<file path="src/rtl/ibex_compressed_encoder_pkg.sv">
// rtl/ibex_compressed_encoder_pkg.sv - shared constants and packer state type
// Purpose: RV32 opcode/funct fields, compressed code constants, packer state.
// Ports: none (package).
package ibex_compressed_encoder_pkg;

   localparam logic [6:0] OPC_LOAD   = 7'h03;
   localparam logic [6:0] OPC_OP_IMM = 7'h13;
   localparam logic [6:0] OPC_STORE  = 7'h23;
   localparam logic [6:0] OPC_OP     = 7'h33;

   localparam logic [2:0] F3_ADDI    = 3'b000;
   localparam logic [2:0] F3_SLLI    = 3'b001;
   localparam logic [2:0] F3_ADD     = 3'b000;
   localparam logic [2:0] F3_LW      = 3'b010;
   localparam logic [2:0] F3_SW      = 3'b010;
   localparam logic [6:0] F7_ZERO    = 7'h00;

   localparam logic [31:0] INSTR_EBREAK = 32'h00100073;
   localparam logic [15:0] C_NOP        = 16'h0001;
   localparam logic [15:0] C_EBREAK     = 16'h9002;

   typedef enum logic {
      ST_EMPTY = 1'b0,
      ST_HALF  = 1'b1
   } enc_state_e;

endpackage

</file>
<file path="src/rtl/ibex_compressed_encoder_if.sv">
// rtl/ibex_compressed_encoder_if.sv - instruction in / fetch word out bundle
// Purpose: groups the input handshake, flush, output handshake and status.
// Ports: instr_i/in_valid_i/in_ready_o (input stream), flush_i,
//        out_data_o/out_valid_o/out_ready_i (output stream), illegal_o, pending_o.
//        slave = encoder side, master = producer/consumer side.
interface ibex_compressed_encoder_if;

   logic [31:0] instr_i;
   logic        in_valid_i;
   logic        in_ready_o;
   logic        flush_i;
   logic [31:0] out_data_o;
   logic        out_valid_o;
   logic        out_ready_i;
   logic        illegal_o;
   logic        pending_o;

   modport slave (
      input  instr_i, in_valid_i, flush_i, out_ready_i,
      output in_ready_o, out_data_o, out_valid_o, illegal_o, pending_o
   );

   modport master (
      output instr_i, in_valid_i, flush_i, out_ready_i,
      input  in_ready_o, out_data_o, out_valid_o, illegal_o, pending_o
   );

endinterface

</file>
<file path="src/rtl/ibex_compressed_encoder_comb.sv">
// rtl/ibex_compressed_encoder_comb.sv - combinational RV32 to RVC compressor
// Purpose: map a 32-bit instruction to a 16-bit code when a bit-exact
//          compressed equivalent exists.
// Ports: i_instr (32-bit instruction), o_c_instr (16-bit code),
//        o_is_comp (o_c_instr is valid).
module ibex_compressed_encoder_comb
   import ibex_compressed_encoder_pkg::*;
(
   input  logic [31:0] i_instr,
   output logic [15:0] o_c_instr,
   output logic        o_is_comp
);

   logic [6:0]  w_opc;
   logic [4:0]  w_rd;
   logic [2:0]  w_f3;
   logic [4:0]  w_rs1;
   logic [4:0]  w_rs2;
   logic [6:0]  w_f7;
   logic [11:0] w_imm_i;
   logic        w_imm6_ok;

   assign w_opc   = i_instr[6:0];
   assign w_rd    = i_instr[11:7];
   assign w_f3    = i_instr[14:12];
   assign w_rs1   = i_instr[19:15];
   assign w_rs2   = i_instr[24:20];
   assign w_f7    = i_instr[31:25];
   assign w_imm_i = i_instr[31:20];
   // imm fits a 6-bit signed field when bits [11:5] are all copies of bit 5
   assign w_imm6_ok = (i_instr[31:25] == {7{i_instr[25]}});

   always_comb begin
      o_c_instr = 16'h0000;
      o_is_comp = 1'b0;
      if (i_instr == INSTR_EBREAK) begin
         o_c_instr = C_EBREAK;
         o_is_comp = 1'b1;
      end else begin
         case (w_opc)
            OPC_OP_IMM: begin
               if (w_f3 == F3_ADDI) begin
                  if (w_rd == 5'd0 && w_rs1 == 5'd0 && w_imm_i == 12'd0) begin
                     o_c_instr = C_NOP;
                     o_is_comp = 1'b1;
                  end else if (w_rd != 5'd0 && w_rd == w_rs1 && w_imm6_ok && w_imm_i != 12'd0) begin
                     o_c_instr = {3'b000, i_instr[25], w_rd, i_instr[24:20], 2'b01};
                     o_is_comp = 1'b1;
                  end else if (w_rd != 5'd0 && w_rs1 == 5'd0 && w_imm6_ok) begin
                     o_c_instr = {3'b010, i_instr[25], w_rd, i_instr[24:20], 2'b01};
                     o_is_comp = 1'b1;
                  end
               end else if (w_f3 == F3_SLLI && w_f7 == F7_ZERO && w_rd != 5'd0 &&
                            w_rd == w_rs1 && w_rs2 != 5'd0) begin
                  o_c_instr = {3'b000, 1'b0, w_rd, w_rs2, 2'b10};
                  o_is_comp = 1'b1;
               end
            end
            OPC_OP: begin
               // rs2 == x0 would decode as C.JR/C.JALR/C.EBREAK, so exclude it
               if (w_f3 == F3_ADD && w_f7 == F7_ZERO && w_rd != 5'd0 && w_rs2 != 5'd0) begin
                  if (w_rs1 == 5'd0) begin
                     o_c_instr = {4'b1000, w_rd, w_rs2, 2'b10};
                     o_is_comp = 1'b1;
                  end else if (w_rs1 == w_rd) begin
                     o_c_instr = {4'b1001, w_rd, w_rs2, 2'b10};
                     o_is_comp = 1'b1;
                  end
               end
            end
            OPC_LOAD: begin
               // uimm[6:2] sits in instr[26:22]; bits [31:27] and [21:20] must be zero
               if (w_f3 == F3_LW && w_rd[4:3] == 2'b01 && w_rs1[4:3] == 2'b01 &&
                   i_instr[31:27] == 5'd0 && i_instr[21:20] == 2'd0) begin
                  o_c_instr = {3'b010, i_instr[25:23], w_rs1[2:0], i_instr[22],
                               i_instr[26], w_rd[2:0], 2'b00};
                  o_is_comp = 1'b1;
               end
            end
            OPC_STORE: begin
               // S-type offset {instr[31:25], instr[11:7]}: uimm[6:5]=instr[26:25], uimm[4:2]=instr[11:9]
               if (w_f3 == F3_SW && w_rs2[4:3] == 2'b01 && w_rs1[4:3] == 2'b01 &&
                   i_instr[31:27] == 5'd0 && i_instr[8:7] == 2'd0) begin
                  o_c_instr = {3'b110, i_instr[25], i_instr[11:10], w_rs1[2:0], i_instr[9],
                               i_instr[26], w_rs2[2:0], 2'b00};
                  o_is_comp = 1'b1;
               end
            end
            default: begin
               o_c_instr = 16'h0000;
               o_is_comp = 1'b0;
            end
         endcase
      end
   end

endmodule

</file>
<file path="src/rtl/ibex_compressed_encoder.sv">
// rtl/ibex_compressed_encoder.sv - RV32 to RVC encoder with fetch-word packer
// Purpose: compress accepted instructions and pack 16/32-bit codes into
//          32-bit fetch words (lower halfword = lower address).
// Ports: clk, DEFAULT_RESET (sync, active-high), bus (slave modport:
//        input stream, flush, output stream, illegal pulse, pending flag).
module ibex_compressed_encoder
   import ibex_compressed_encoder_pkg::*;
(
   input  logic                     clk,
   input  logic                     DEFAULT_RESET,
   ibex_compressed_encoder_if.slave bus
);

   enc_state_e  r_state;
   logic [15:0] r_pend;
   logic [31:0] r_out;
   logic        r_out_valid;
   logic        r_illegal;

   logic [15:0] w_c_instr;
   logic        w_is_comp;
   logic        w_in_ready;
   logic        w_accept;
   logic        w_legal;
   logic        w_flush;

   ibex_compressed_encoder_comb u_comb (
      .i_instr   (bus.instr_i),
      .o_c_instr (w_c_instr),
      .o_is_comp (w_is_comp)
   );

   // the output register is free when empty or being drained this cycle
   assign w_in_ready = !r_out_valid || bus.out_ready_i;
   assign w_accept   = bus.in_valid_i && w_in_ready;
   assign w_legal    = (bus.instr_i[1:0] == 2'b11);
   assign w_flush    = bus.flush_i && !bus.in_valid_i && (r_state == ST_HALF) && w_in_ready;

   always_ff @(posedge clk) begin
      if (DEFAULT_RESET) begin
         r_state     <= ST_EMPTY;
         r_pend      <= 16'h0000;
         r_out       <= 32'h0000_0000;
         r_out_valid <= 1'b0;
         r_illegal   <= 1'b0;
      end else begin
         r_illegal <= w_accept && !w_legal;
         if (r_out_valid && bus.out_ready_i) begin
            r_out_valid <= 1'b0;
         end
         if (w_accept && w_legal) begin
            if (r_state == ST_EMPTY) begin
               if (w_is_comp) begin
                  r_pend  <= w_c_instr;
                  r_state <= ST_HALF;
               end else begin
                  r_out       <= bus.instr_i;
                  r_out_valid <= 1'b1;
               end
            end else begin
               r_out_valid <= 1'b1;
               if (w_is_comp) begin
                  r_out   <= {w_c_instr, r_pend};
                  r_state <= ST_EMPTY;
               end else begin
                  // a 32-bit instruction straddles the word: upper half stays pending
                  r_out  <= {bus.instr_i[15:0], r_pend};
                  r_pend <= bus.instr_i[31:16];
               end
            end
         end else if (w_flush) begin
            r_out       <= {C_NOP, r_pend};
            r_out_valid <= 1'b1;
            r_state     <= ST_EMPTY;
         end
      end
   end

   assign bus.in_ready_o  = w_in_ready;
   assign bus.out_data_o  = r_out;
   assign bus.out_valid_o = r_out_valid;
   assign bus.illegal_o   = r_illegal;
   assign bus.pending_o   = (r_state == ST_HALF);

endmodule

</file>
<file path="src/flat_wrapper.sv">
// flat-port wrapper written by rule: the top's interface ports become plain ports
module ibex_compressed_encoder_flat import ibex_compressed_encoder_pkg::*;
  (clk, DEFAULT_RESET, bus_instr_i, bus_in_valid_i, bus_flush_i, bus_out_ready_i, bus_in_ready_o, bus_out_data_o, bus_out_valid_o, bus_illegal_o, bus_pending_o);
  ibex_compressed_encoder_if bus_i ();
  input  logic clk;
  input  logic DEFAULT_RESET;
  input wire logic [$bits(bus_i.instr_i)-1:0] bus_instr_i;
  input wire logic [$bits(bus_i.in_valid_i)-1:0] bus_in_valid_i;
  input wire logic [$bits(bus_i.flush_i)-1:0] bus_flush_i;
  input wire logic [$bits(bus_i.out_ready_i)-1:0] bus_out_ready_i;
  output wire logic [$bits(bus_i.in_ready_o)-1:0] bus_in_ready_o;
  output wire logic [$bits(bus_i.out_data_o)-1:0] bus_out_data_o;
  output wire logic [$bits(bus_i.out_valid_o)-1:0] bus_out_valid_o;
  output wire logic [$bits(bus_i.illegal_o)-1:0] bus_illegal_o;
  output wire logic [$bits(bus_i.pending_o)-1:0] bus_pending_o;
  assign bus_i.instr_i = bus_instr_i;
  assign bus_i.in_valid_i = bus_in_valid_i;
  assign bus_i.flush_i = bus_flush_i;
  assign bus_i.out_ready_i = bus_out_ready_i;
  assign bus_in_ready_o = bus_i.in_ready_o;
  assign bus_out_data_o = bus_i.out_data_o;
  assign bus_out_valid_o = bus_i.out_valid_o;
  assign bus_illegal_o = bus_i.illegal_o;
  assign bus_pending_o = bus_i.pending_o;
  ibex_compressed_encoder u_core (.clk(clk), .DEFAULT_RESET(DEFAULT_RESET), .bus(bus_i));
endmodule
</file>
<file path="config.mk">
export PLATFORM = sky130hd
export DESIGN_NAME = ibex_compressed_encoder_flat
export DESIGN_NICKNAME = d
export VERILOG_FILES = /design/src/rtl/ibex_compressed_encoder_pkg.sv /design/src/rtl/ibex_compressed_encoder_if.sv /design/src/rtl/ibex_compressed_encoder_comb.sv /design/src/rtl/ibex_compressed_encoder.sv /design/src/flat_wrapper.sv
export SDC_FILE = /design/constraint.sdc
export NUM_CORES = 1
export LEC_CHECK = 0
export ABC_CLOCK_PERIOD_IN_PS = 3400
export CORE_MARGIN = 8
export CORE_UTILIZATION = 45
export DETAILED_ROUTE_END_ITERATION = 16
export GPL_ROUTABILITY_DRIVEN = 0
export HOLD_SLACK_MARGIN = 0.12
export PLACE_DENSITY_LB_ADDON = 0.15
export SLEW_MARGIN = 5
export SYNTH_ARGS = -nofsm -noshare
export SYNTH_HDL_FRONTEND = slang
export SYNTH_SLANG_ARGS = --single-unit
</file>
<file path="constraint.sdc">
create_clock -name clk -period 3.4 [get_ports clk]
set_clock_uncertainty 0.15 [all_clocks]
set_input_delay 0.68 -clock clk [delete_from_list [all_inputs] [get_ports clk]]
set_output_delay 0.68 -clock clk [all_outputs]
set_load 0.01 [all_outputs]
</file>
# --- Yosys cells after proc, flatten, opt, wreduce, memory -nomap -nowiden ---
# Index checks and enable logic that the tools add are counted.
word_totals:
  ff_bits: 51
  input_bits: 37
  out_inout_bits: 36
  word_cells: 111
classes:
  n_eq_ne: 16
  n_mux: 42
  n_reduce_logical: 48
ops:
  columns: ["operator", "count"]
  rows:
  - ["$mux W32", 5]
  - ["$mux W16", 9]
  - ["$pmux W16 S4", 1]
  - ["$mux W15", 4]
  - ["$eq A32 B21 Y1 const B", 1]
  - ["$logic_and A1 B1 Y1", 29]
  - ["$mux W1", 21]
  - ["$logic_not A5 Y1", 3]
  - ["$eq A7 B6 Y1 const B", 2]
  - ["$logic_not A12 Y1", 1]
  - ["$mux W12", 1]
  - ["$reduce_bool A12 Y1", 1]
  - ["$eq A5 B5 Y1", 2]
  - ["$reduce_bool A5 Y1", 2]
  - ["$eq A7 B2 Y1 const B", 1]
  - ["$eq A7 B5 Y1 const B", 1]
  - ["$logic_not A7 Y1", 1]
  - ["$eq A2 B1 Y1 const B", 3]
  - ["$eq A6 B6 Y1", 1]
  - ["$logic_not A2 Y1", 2]
  - ["$pmux W1 S4", 1]
  - ["$reduce_bool A2 Y1", 2]
  - ["$eq A3 B1 Y1 const B", 1]
  - ["$eq A3 B2 Y1 const B", 1]
  - ["other kinds (8)", 10]

# --- Longest topological paths before layout ---
logic_depth:
  ltp_word: 12
  mapped_depth: 10
  depth_no_buf: 8

# --- Hierarchy ---
# From an unflattened synthesis, not the netlist that was laid out.
hier_totals:
  hier_cells: 381
  hier_area_um2: 3214.3
by_module_without_submodules:
  columns: ["module", "n_inst", "cells_each", "area_each_um2", "seq_area_each_um2"]
  rows:
  - ["ibex_compressed_encoder", 1, 297, 2582.5, 1021.0]
  - ["ibex_compressed_encoder_comb", 1, 84, 631.9, 0.0]

# --- Worst setup path after synthesis ---
# OpenSTA, ideal clock, no wires.
synth_timing:
  kind: "in2reg"
  startpoint: "input bus_instr_i[27]"
  endpoint: "register u_core.r_pend[2]"
  setup_ns: 0.125
  arrival_time_ns: 2.963
  t_required_ns: 3.125
  setup_slack_ns: 0.162
  cell_stages: 8
  path_buffers: 1
  path_cell_list: "or4_4 or4_1 clkbuf_1 a211o_1 o211a_2 nand3_1 a21boi_0 o41a_1"
synth_via:
  elab_chain_len: 11
  elab_cells_between_ends: 46
  cone_classes: "eq/ne: 3; mux: 22; reduce/logical: 21"
synth_lines:
  columns: ["item", "line_no", "source"]
  rows:
  - ["from (decl)", "flat_wrapper.sv:7", "input wire logic [$bits(bus_i.instr_i)-1:0] bus_instr_i;"]
  - ["branches (longest 11 deep; another with $eq A6 B6 Y1)", null, null]
  - ["to (signal assigned)", "ibex_compressed_encoder.sv:54", "r_pend <= w_c_instr;"]
  - ["to (signal assigned)", "ibex_compressed_encoder.sv:68", "r_pend <= bus.instr_i[31:16];"]
  - ["to (decl)", "ibex_compressed_encoder.sv:15", "logic [15:0] r_pend;"]
# Parallel ways; which one is timed is not known. The select of a mux whose other input is x is not followed.
# A chain may end at the register's enable or synchronous reset.

# --- Final worst setup path ---
layout_timing:
  startpoint: "input bus_instr_i[27]"
  endpoint: "register u_core.r_pend[5]"
# The elaborated chain is that of the path after synthesis.

==> metrics.csv <==
stage,metric,value,unit
grt,first-pass GRT wire length,19.64,mm
drt,Residual DRC,0,
placed_design,placed cell areas,4643,um^2
synthesis,"FFs w/ async S/R, synth",0,%
sta,final worst path period share,97.73,%
drt,Routed wire per std cell,19.58,um
layout,Storage cell area,1021,um^2
clocking,CTS root buf,clkbuf_8,
sta,Setup WS post-layout,77.09,ps
job,Max Cap Viol,0,
floorplanning,core area,7098,um^2
layout,post-route cell area,4887,um^2
layout,Multi-input gate area,2147,um^2
grt,vias in the first global route,3919,
critical_path,slowest CP cell,or4_4,
drt,Vias/cell,6.238,
placed_design,DPL Wire Length,9.445,mm
sta,Final Hold Fails,0,
synthesis,Post-synth top cells,"dfxtp_1, a21oi_1, nand2_1",
synthesis,Syn Area/Cell,7.985,um^2
grt,gr ovfl total,0,
floorplanning,row count,31,
clocking,clock transition at the registers of the reported paths,100,ps
critical_path,register-to-register path setup slack,1080,ps
synthesis,Synth Instances,406,
synthesis,Post-Synthesis Net Count,444,
min_path,HP Start,u_core.bus.out_data_o[0],
synthesis,Main synth FF type,dfxtp_1,
synthesis,"Cell Area, Synth",3242,um^2
layout,Fillers,595,
synthesis,Synth cell types,69,
critical_path,Crit path arrival time,3400,ps
grt,initial antenna violation count,0,
synthesis,"area leader, netlist",dfxtp_1,
outcome,outcome,completed,
critical_path,critical path startpoint category,input port,
synthesis,sequential area share after synthesis,31.49,%
layout,Final Core Density,68.85,%
synthesis,Syn. warnings,0,
sta,Slew @ Worst Pin,695.6,ps
power,pwr dens,279.7,nW/um^2
critical_path,Crit path required time,3470,ps
clocking,hold_buf cts,0,
critical_path,CP Class,in -> reg,
placed_design,Port Buffer Count,72,
critical_path,cell mode on critical path,buf_4,
critical_path,worst-path fanout max,6,
power,Pleak,1.796,nW
critical_path,worst r2r path cells,8,
min_path,Hold Path Stages,1,
floorplanning,DIE WIDTH,100.9,um
sta,setup TNS,0,ps
sta,worst hold margin,322.2,ps
placed_design,pre-CTS setup slack,-352.1,ps
layout,layout cells sized above 1,24.45,%
floorplanning,Die H,100.9,um
drt,vias,4011,
clocking,htree depth,2,
layout,Final nets,581,
critical_path,slowest cell delay on critical path,470,ps
grt,largest net degree at the start of global routing,38,
drt,post-route ant nets,0,
critical_path,CP Capture Type,register,
synthesis,"EDFF count, synth",0,
critical_path,reg2reg start,u_core.bus.out_valid_o,
power,power consumption,1.367,mW
clocking,TritonCTS clock tree,yes,
clocking,CTS max path bufs,2,
layout,ant diodes,0,
layout,Area Growth Syn to Fin,50.75,%
floorplanning,Starting Density,45.67,%
min_path,Hold EP,u_core.bus.out_data_o[0],
critical_path,CP Cell Sequence,"clkdlybuf4s50_1, or4_4, buf_4, o32ai_1, nand4_1, buf_4, o22ai_1, buf_4, a22oi_1, and2_1, o41ai_2",
clocking,worst skew pair latency,320,ps
placed_design,Inst Count DP,633,
layout,Final Non-Filler Cells,643,
min_path,Hold Path Class,reg -> reg,
synthesis,top cell type's share of synthesized area,31.49,%
critical_path,FF-to-FF End,u_core.r_pend[7],
sta,Final Setup Violations,0,
clocking,CTS Sinks,51,
grt,GRT Overall Usage,24.34,%
sta,post-route minimum period,3323,ps
drt,Total Routed Length,12.59,mm
floorplanning,io pins,73,
clocking,Num CTS Buffers,5,
sta,slew margin rel.,53.57,%
synthesis,synth top area cells,"dfxtp_1, a21oi_1, nand2_1, nor2_1, a22o_1",
power,peak supply drop,0.1966,mV
synthesis,"count leader, synth",dfxtp_1,
sta,Final Slew Violations,0,
drt,initial drt markers,441,
sta,Fmax,0.3009,GHz
synthesis,post-synthesis register bit count,51,
floorplanning,die area,10180,um^2
drt,Initial DRT Pass Iterations,5,
-- per-layer routing --
layer / part of all wire [%] / vias up / global-route usage [%] / wire, um
li1: - / 1842 / - / -
met1: 40 / 1846 / 29.67 / 4995
met2: 45 / 258 / 40.24 / 5660
met3: 10 / 65 / 4.627 / 1270
met4: 5.2 / 0 / 11.28 / 660
met5: 0 / - / 0 / 0
-- final cells by class --
type | count | share of cell area, %
multi-input cells | 317 | 43.93
repair buffers | 157 | 29.31
flip-flops and latches | 51 | 20.89
well taps | 99 | 2.535
clock buffers | 6 | 1.690
inverters | 11 | 0.8449
clock inverters | 2 | 0.7937
-- where the power goes --
group          total, mW  internal [mW]  switching, mW
logic              0.276          0.140          0.136
clock network      0.468          0.243          0.225
registers          0.624          0.615        0.00879
total               1.37          0.997          0.369
-- sequential cells by signal (all words and copies together) (netlist names) --
signal and cells:
u_core.bus.pending_o 1, u_core.bus.illegal_o 1, u_core.bus.out_data_o 32, u_core.r_pend 16, u_core.bus.out_valid_o 1
-- placed cells by master, fill, tap and decap left out, types with 6 or more instances in the layout --
cell type        count
nand2_1             39
a21oi_1             40
nand3_1             13
clkdlybuf4s50_1     69
inv_1               11
a22o_1               9
nor3_1              10
clkbuf_8             6
nor2_1              34
nand4_1              8
xnor2_1              6
o21ai_0             15
dfxtp_1             51
or4_1                6
a221oi_1             7
buf_4               79
a311oi_1             6
-- timing repair --
action                                  in CTS  in global routing
endpoints found under the setup margin       6                 47
gates resized for setup                      3                 18
setup buffers                                0                  2
gates cloned                                 0                  0
pin swaps                                    1                  9
-- kinds of logic (layout without fill, tap and decap cells) --
kind of cell,after synthesis,count (layout),synth area share [%]
fa+ha+maj,1,1,0.3859
mux,3,3,0.9649
buf+inv,38,176,4.863
compound gates,146,146,35.05
xor+xnor,6,6,1.621
flops,51,51,31.49
simple gates,161,161,25.63
-- worst max-delay path by stage --
stage,start,end,slack [ps],cells past startpoint
floorplan,bus_instr_i[27],u_core.r_pend[2],160,8
CTS,bus_instr_i[28],u_core.bus.out_data_o[16],20,9
detailed placement,bus_instr_i[27],u_core.bus.out_data_o[5],-350,11
global placement,bus_instr_i[28],u_core.bus.out_data_o[5],-360,11
global route,bus_instr_i[18],u_core.r_pend[0],-50,11
finish,bus_instr_i[27],u_core.r_pend[5],80,11
-- worst max-delay path: cells and delay by family --
kind | cells | cell delay [ps]
AO/OA/AOI/OAI | 4 | 810
buffers and inverters | 4 | 1040
AND/OR/NAND/NOR | 3 | 870
(Power assumes the default switching activity.)
